File: src/rtl/div_pkg.sv
// div_pkg -- shared constants and state encoding for the restoring divider.
//   OP_W   : operand width (dividend, divisor, quotient, remainder)
//   ITERS  : number of restoring steps per division
//   state_t: FSM state encoding used by div
package div_pkg;
    localparam int OP_W  = 16;
    localparam int ITERS = 16;

    typedef enum logic [2:0] {
        ST_START  = 3'd0,
        ST_START1 = 3'd1,
        ST_ITER   = 3'd2,
        ST_FIX    = 3'd3,
        ST_END    = 3'd4
    } state_t;
endpackage

File: src/rtl/div_step.sv
// div_step -- one combinational restoring-division step.
//   i_rem : current partial remainder
//   i_dvs : divisor
//   i_bit : next dividend bit (MSB first)
//   o_rem : partial remainder after the step
//   o_q   : quotient bit produced by the step
module div_step
    import div_pkg::*;
(
    input  logic [OP_W-1:0] i_rem,
    input  logic [OP_W-1:0] i_dvs,
    input  logic            i_bit,
    output logic [OP_W-1:0] o_rem,
    output logic            o_q
);
    logic [OP_W:0]   w_sh;
    logic [OP_W-1:0] w_diff;

    assign w_sh   = {i_rem, i_bit};
    // Full 17-bit compare; the subtraction only needs the low bits because
    // whenever it is taken the difference is smaller than the divisor.
    assign o_q    = (w_sh >= {1'b0, i_dvs});
    assign w_diff = w_sh[OP_W-1:0] - i_dvs;
    assign o_rem  = o_q ? w_diff : w_sh[OP_W-1:0];
endmodule

File: src/rtl/div.sv
// div -- multi-cycle restoring divider, fixed 18-edge latency after init.
// Ports:
//   clk      : rising-edge clock
//   reset    : asynchronous active-low reset
//   init     : start request, honoured only in START
//   op_A     : dividend, captured in START1
//   op_B     : divisor, captured in START1
//   done     : high for DONE_HOLD cycles while the result is valid
//   result   : {remainder, quotient}, held until the next START1
//   div_zero : last operation had a zero divisor
// Macro DIV_SIGNED_EN: two's-complement operands (truncating division).
// Without it all arithmetic is unsigned and no sign logic exists.
module div
    import div_pkg::*;
#(
    parameter int DONE_HOLD = 30
) (
    input  logic              clk,
    input  logic              reset,
    input  logic              init,
    input  logic [OP_W-1:0]   op_A,
    input  logic [OP_W-1:0]   op_B,
    output logic              done,
    output logic [2*OP_W-1:0] result,
    output logic              div_zero
);
    // Counter is shared by the iteration loop and the END hold window.
    localparam int CMAX = (DONE_HOLD > ITERS) ? DONE_HOLD : ITERS;
    localparam int CW   = $clog2(CMAX) + 1;

    state_t          r_state, w_next;
    logic [CW-1:0]   r_cnt;
    logic [OP_W-1:0] r_q;    // dividend bits shift out, quotient bits shift in
    logic [OP_W-1:0] r_rem;
    logic [OP_W-1:0] r_dvs;
    logic [OP_W-1:0] w_rem;
    logic            w_qbit;
    logic            w_iter_last;
    logic            w_hold_last;

`ifdef DIV_SIGNED_EN
    logic            r_a_neg;
    logic            r_b_neg;
    logic [OP_W-1:0] r_a_raw;
`endif

    assign w_iter_last = (r_cnt == CW'(ITERS - 1));
    assign w_hold_last = (r_cnt == CW'(DONE_HOLD - 1));

    div_step u_step (
        .i_rem (r_rem),
        .i_dvs (r_dvs),
        .i_bit (r_q[OP_W-1]),
        .o_rem (w_rem),
        .o_q   (w_qbit)
    );

    always_ff @(posedge clk or negedge reset) begin
        if (!reset) r_state <= ST_START;
        else        r_state <= w_next;
    end

    always_comb begin
        w_next = r_state;
        case (r_state)
            ST_START:  if (init) w_next = ST_START1;
            ST_START1: w_next = ST_ITER;
            ST_ITER:   if (w_iter_last) w_next = ST_FIX;
            ST_FIX:    w_next = ST_END;
            ST_END:    if (w_hold_last) w_next = ST_START;
            default:   w_next = ST_START;
        endcase
    end

    always_ff @(posedge clk or negedge reset) begin
        if (!reset) begin
            r_cnt    <= '0;
            r_q      <= '0;
            r_rem    <= '0;
            r_dvs    <= '0;
            done     <= 1'b0;
            result   <= '0;
            div_zero <= 1'b0;
`ifdef DIV_SIGNED_EN
            r_a_neg  <= 1'b0;
            r_b_neg  <= 1'b0;
            r_a_raw  <= '0;
`endif
        end else begin
            case (r_state)
                ST_START: begin
                    r_cnt <= '0;
                    done  <= 1'b0;
                end
                ST_START1: begin
`ifdef DIV_SIGNED_EN
                    r_a_neg <= op_A[OP_W-1];
                    r_b_neg <= op_B[OP_W-1];
                    r_a_raw <= op_A;
                    r_q     <= op_A[OP_W-1] ? (~op_A + OP_W'(1)) : op_A;
                    r_dvs   <= op_B[OP_W-1] ? (~op_B + OP_W'(1)) : op_B;
`else
                    r_q     <= op_A;
                    r_dvs   <= op_B;
`endif
                    r_rem    <= '0;
                    r_cnt    <= '0;
                    result   <= '0;
                    div_zero <= 1'b0;
                end
                ST_ITER: begin
                    r_rem <= w_rem;
                    r_q   <= {r_q[OP_W-2:0], w_qbit};
                    r_cnt <= r_cnt + CW'(1);
                end
                ST_FIX: begin
                    done     <= 1'b1;
                    r_cnt    <= '0;
                    div_zero <= (r_dvs == '0);
`ifdef DIV_SIGNED_EN
                    // Zero divisor reports the raw dividend, not its magnitude.
                    if (r_dvs == '0)
                        result <= {r_a_raw, {OP_W{1'b1}}};
                    else
                        result <= {r_a_neg ? (~r_rem + OP_W'(1)) : r_rem,
                                   (r_a_neg ^ r_b_neg) ? (~r_q + OP_W'(1)) : r_q};
`else
                    // Unsigned restoring with divisor 0 naturally yields
                    // quotient all-ones and remainder = dividend.
                    result <= {r_rem, r_q};
`endif
                end
                ST_END: begin
                    if (w_hold_last) begin
                        done  <= 1'b0;
                        r_cnt <= '0;
                    end else begin
                        r_cnt <= r_cnt + CW'(1);
                    end
                end
                default: begin
                    done  <= 1'b0;
                    r_cnt <= '0;
                end
            endcase
        end
    end
endmodule

File: config.mk
export PLATFORM = sky130hd
export DESIGN_NAME = div
export DESIGN_NICKNAME = d
export VERILOG_FILES = /design/src/rtl/div_pkg.sv /design/src/rtl/div_step.sv /design/src/rtl/div.sv
export SDC_FILE = /design/constraint.sdc
export NUM_CORES = 1
export LEC_CHECK = 0
export CAP_MARGIN = 20
export CORE_ASPECT_RATIO = 1.75
export CORE_MARGIN = 2
export CORE_UTILIZATION = 35
export CTS_CLUSTER_SIZE = 16
export DETAILED_ROUTE_END_ITERATION = 16
export PLACE_DENSITY = 0.57
export SLEW_MARGIN = 40
export SYNTH_ARGS = -nofsm -noshare
export SYNTH_HDL_FRONTEND = slang
export SYNTH_SLANG_ARGS = --single-unit
File: constraint.sdc
create_clock -name clk -period 3.9 [get_ports clk]
set_input_delay 0.78 -clock clk [delete_from_list [all_inputs] [get_ports clk]]
set_output_delay 0.78 -clock clk [all_outputs]
set_load 0.02 [all_outputs]
# After elaboration in Yosys (flattened, before gate mapping)

Index checks and enable logic that the tools add are counted.
W data, S select, Z words.

Output and inout bits: 34
Register bits after elaboration: 91
Input bits: 35
Logic and storage cells: 41

Reductions and logical operators: 7
Bitwise operators: 1
Equality and inequality tests: 9
Multiplexer cells: 13
Add/subtract/negate cells: 2
$lt $le $gt $ge: 1

Operators by type and width:

| kind                  | count |
|---|---|
| $pmux W16 S2          | 2 |
| $pmux W32 S2          | 1 |
| $ge A17 B16 Y1        | 1 |
| $logic_not A16 Y1     | 1 |
| $mux W16              | 1 |
| $sub A16 B16 Y16      | 1 |
| $pmux W3 S5           | 1 |
| $pmux W6 S2           | 1 |
| $mux W3               | 3 |
| $add A6 B1 Y6 const B | 1 |
| $eq A3 B2 Y1 const B  | 2 |
| $eq A6 B4 Y1 const B  | 1 |
| $eq A6 B5 Y1 const B  | 1 |
| $mux W6               | 1 |
| $ne A2 B2 Y1 const B  | 3 |
| $reduce_bool A2 Y1    | 2 |
| $eq A3 B1 Y1 const B  | 1 |
| $eq A3 B3 Y1 const B  | 1 |
| $logic_not A3 Y1      | 1 |
| $pmux W1 S3           | 1 |
| $reduce_and A3 Y1     | 1 |
| $pmux W1 S2           | 1 |
| $reduce_and A2 Y1     | 1 |
| $reduce_or A2 Y1      | 1 |
| other kinds (2)       | 2 |

# Longest topological paths before layout

Word-level depth: 4
Mapped depth: 12
Gate-level depth less buffers: 11

# Hierarchy

Synthesis repeated with hierarchy kept, for this count alone.

Cell total of the unflattened synthesis: 424
Area, all modules: 4733.3 sq um

Modules (own cells, without submodules):

| module   | area an instance (sq um) | cells each | seq. area each (sq um) | instances |
|---|---|---|---|---|
| div      | 3568.4                   | 268        | 2277.2                 | 1 |
| div_step | 1164.9                   | 156        | 0.0                    | 1 |

# Worst setup path after synthesis

No wires, ideal clock.

Path type: reg2reg
Start: reg r_rem[13]
End: reg r_rem[1]
Data arrival time: 2.319 ns
Setup time: 0.129 ns
Path slack: 1.453 ns
Period minus slack after synthesis: 2.447 ns
Cell stages (with the launch flop): 11
Data required time: 3.771 ns
Buffers on the path: 2
Path through: dfrtp_1 ha_1 a21o_1 a211o_1 or3_1 a21oi_2 or2_1 buf_6 buf_12 mux2i_1 o21ai_1

Word-level cells in the longest chain between the ends: 3

Ends and longest elaborated chain:

| what                     | RTL line       | RTL |
|---|---|---|
| start: declaration       | div.sv:34      | `logic [OP_W-1:0] r_rem;` |
| start signal: assignment | div.sv:112     | `r_rem <= w_rem;` |
| $ge A17 B16 Y1           | div_step.sv:22 | `assign o_q = (w_sh >= {1'b0, i_dvs});` |
| $mux W16                 | div_step.sv:24 | `assign o_rem = o_q ? w_diff : w_sh[OP_W-1:0];` |
| $pmux W16 S2             | div.sv:90      | `case (r_state)` |

Every way passes these cells.
A chain may end at the register's enable or synchronous reset.

# Worst setup path in the final report

Start: reg r_rem[13]
End: reg r_rem[6]

Same word-level chain as after synthesis.

==> reports/qor.yml <==
outcome:
  run_status: "completed"
routing:
  drt_wl_total_um: 11300
  detail_route.first_pass.iterations: 4
  wl_met2_um: 6110
  route.antenna.remaining_nets: 0
  dr.max_layer_used: "met4"
  routedLengthMet1_um: 4640
  wl_met3_um: 269
  detailroute.via_count: 3765
  drc_errors: 0
  wire_per_inst_um: 15.4
  vias_per_cell: 5.11
  drt_iter0_drc: 131
setup_path:
  worst_ep_required_time_ps: 4100
  worst_setup_path_type: "reg2reg"
  crit_path_start_kind: "register"
  worst-endpoint-arrival_ps: 3160
  critPathCaptureType: "register"
  worst-path-max-fanout: 17
  reg2reg_slack_ps: 950
finish:
  filler_cell_count: 1302
  antenna-diode-count: 0
  regArea_um2: 2280
  numnets_final: 617
  layout-drive-gt1-share: 0.0512
  areaGrowthSynthToFinish_pct: 23.8
  footprint_of_the_multi_input_gates_um2: 2150
sta:
  max_slew_margin: 0.496
  finClkSkew_ps: 5.44
  worst_hold_slack_ps: 414
  grt_setup_unrepaired: "false"
  period_minus_slack_ps: 2950
  setup_viol_count_final: 0
  finalHoldViolations: 0
  timing.final.crit_share: 0.758
  layout_setup_ws_ps: 946
  max_freq_mhz: 338
  worst_slew_pin_slew_ps: 755
  slew_viol_final: 0
  totalNegativeSetupSlack_ps: 0
clocking:
  tritoncts: "yes"
  post_cts_resized: 0
  path_clk_slew_ps: 60
  clock_latency_ps: 330
  cts-buffers-inserted: 9
  root_buffer: "clkbuf_16"
  ctsLongestPathBuffers: 2
  clock_sink_count: 91
  htree_num_levels: 3
  ctsHoldBuffers: 0
  post-cts-setup-buffer-count: 0
min_path:
  holdCritPathClass: "in2async"
synthesis:
  synth_enable_flop_cells: 0
  netlist_top_cells_count: "nand2_1 (117), dfrtp_1 (91), o21ai_0 (84)"
  mappedNetlistArea_um2: 4660
  synth-seq-area-share: 0.489
  library_cell_occupying_the_most_area_in_the_post_synthesis_netlist: "dfrtp_1"
  cells_after_synth: 511
  postSynth.topFlopCell: "dfrtp_1"
  synth.avg_cell_area_um2: 9.11
  ys_ff_latch: 91
  synth_area_leaders: "dfrtp_1 (49%), nand2_1 (9.4%), o21ai_0 (9.0%), mux2i_1 (5.4%), ha_1 (4.8%)"
  synth_nets: 565
  synthArstFlopShare: 1.00
  synthDistinctLibCells: 50
  synth_most_common_cell: "nand2_1"
  synthesis.yosys.warnings: 0
  post-synth-top-area-fraction: 0.489
placement:
  gp_routability_congestion: 1.03
  port_buffers: 68
  place.detailed.hpwl_um: 8230
  place_ws_ps: 968
global_routing:
  first_global_vias: 3863
  congestion_overflow_gr: 0
  grt_antenna_before_repair: 0
  track_usage: 0.165
  pin_count_of_the_biggest_net_entering_global_routing: 67
  grt_first_pass_wirelength_um: 18900
floorplanning:
  ioPinCount: 69
  start_util: 0.360
  fp.dieArea_um2: 14300
  core_area_um2: 12900
  chipWidth_um: 91.2
  floorplan.die.height_um: 157
  rows: 55
power_and_ir_drop:
  max-vdd-ir-drop_v: 0.000274
  internal-power_mw: 2.96
  p_per_area_nw_per_um2: 900
  clkPwrFrac: 0.175
  p_sw_frac: 0.429
  p_switching_mw: 2.22
  static_leakage_nw: 2.48
  power.share.combinational: 0.515
  share_seq_of_total_power: 0.309
flow_run:
  cap_viol_max_count: 0
-- cells in the final DEF (no fill, tap or decap), drive strengths merged, types with 3 or more instances in the layout --
master         instances
buf                    7
clkbuf                10
mux2i                 25
o21ai                 86
a21o                   5
inv                   24
dfrtp                 91
nand2                117
nand3                  3
a32oi                  5
nor3                   5
nor2                  16
xnor2                 10
clkdlybuf4s50         67
a21oi                 23
xor2                   7
ha                    18
nand4                  8
nor2b                  3
-- layer usage --
layer / GRT usage / up-vias
li1: - / 1851
met2: 0.299 / 72
met1: 0.183 / 1827
met3: 0.0260 / 15
met4: 0.0887 / 0
met5: 0 / -
-- layout make-up --
cell class,count,share of cell area
inverter,23,0.0150
sequential,91,0.395
multi-input combinational,364,0.374
tap,171,0.0371
clock inverter,4,0.0132
clock buffer,10,0.0397
timing repair buffer,74,0.126
-- power by group through the flow --
| stage | clock network (mW) | registers (mW) | logic [mW] |
|---|---|---|---|
| 5_1_grt | 0.980 | 1.65 | 2.98 |
| 4_1_cts | 0.936 | 1.61 | 2.68 |
| 3_3_place_gp | 0 | 1.61 | 2.62 |
| 6_report | 0.909 | 1.60 | 2.67 |
| 2_1_floorplan | 0 | 1.67 | 1.85 |
| 3_5_place_dp | 0 | 1.62 | 2.67 |
-- state kept, by name, summed over array words and instances (netlist names) --
signal and cells:
r_state 3, r_rem 16, r_dvs 16, result 32, div_zero 1, r_cnt 6, done 1, r_q 16
-- per-stage QoR --
| step | utilization | cell area, µm² | total power, mW | cells |
|---|---|---|---|---|
| CTS | 0.445 | 5760 | 5.22 | 737 |
| floorplan | - | 4660 | 3.52 | 511 |
| detailed placement | 0.422 | 5460 | 4.29 | 723 |
| global placement | 0.421 | 5450 | 4.22 | 723 |
| finish | 0.446 | 5760 | 5.19 | 737 |
| global route | 0.446 | 5760 | 5.61 | 737 |
-- path summary, 6_finish.rpt --
check | start | end | cells past startpoint
hold reg to reg | r_state[2]$_DFFE_PN0P_ | r_state[0]$_DFFE_PN0P_ | 1
max in group asynchronous | reset | r_rem[6]$_DFFE_PN0N_ | 2
min in group clk | r_state[2]$_DFFE_PN0P_ | r_state[0]$_DFFE_PN0P_ | 1
setup / recovery | r_rem[13]$_DFFE_PN0N_ | r_rem[6]$_DFFE_PN0N_ | 8
setup reg to reg | r_rem[13]$_DFFE_PN0N_ | r_rem[6]$_DFFE_PN0N_ | 8
hold / removal | reset | result[14]$_DFFE_PN0P_ | 1
-- cells by family after synthesis --
kind of cell / after synthesis / synth area share
DFF: 91 / 0.489
adders and majority gates: 20 / 0.0548
AOI/OAI and AO/OA: 139 / 0.171
muxes: 26 / 0.0562
and+or+nand+nor: 162 / 0.145
xor gates and xnor gates: 17 / 0.0320
buffers and inverters: 56 / 0.0513
-- critical path, stage by stage (launching register included) --
cell and delay [ps]:
dfrtp_1 420, ha_1 390, a21o_1 190, a211o_1 300, or3_1 380, a21oi_2 150, or2_1 620, mux2i_1 280
o21ai_0 90
No activity file was read; power rests on OpenSTA's default activity.
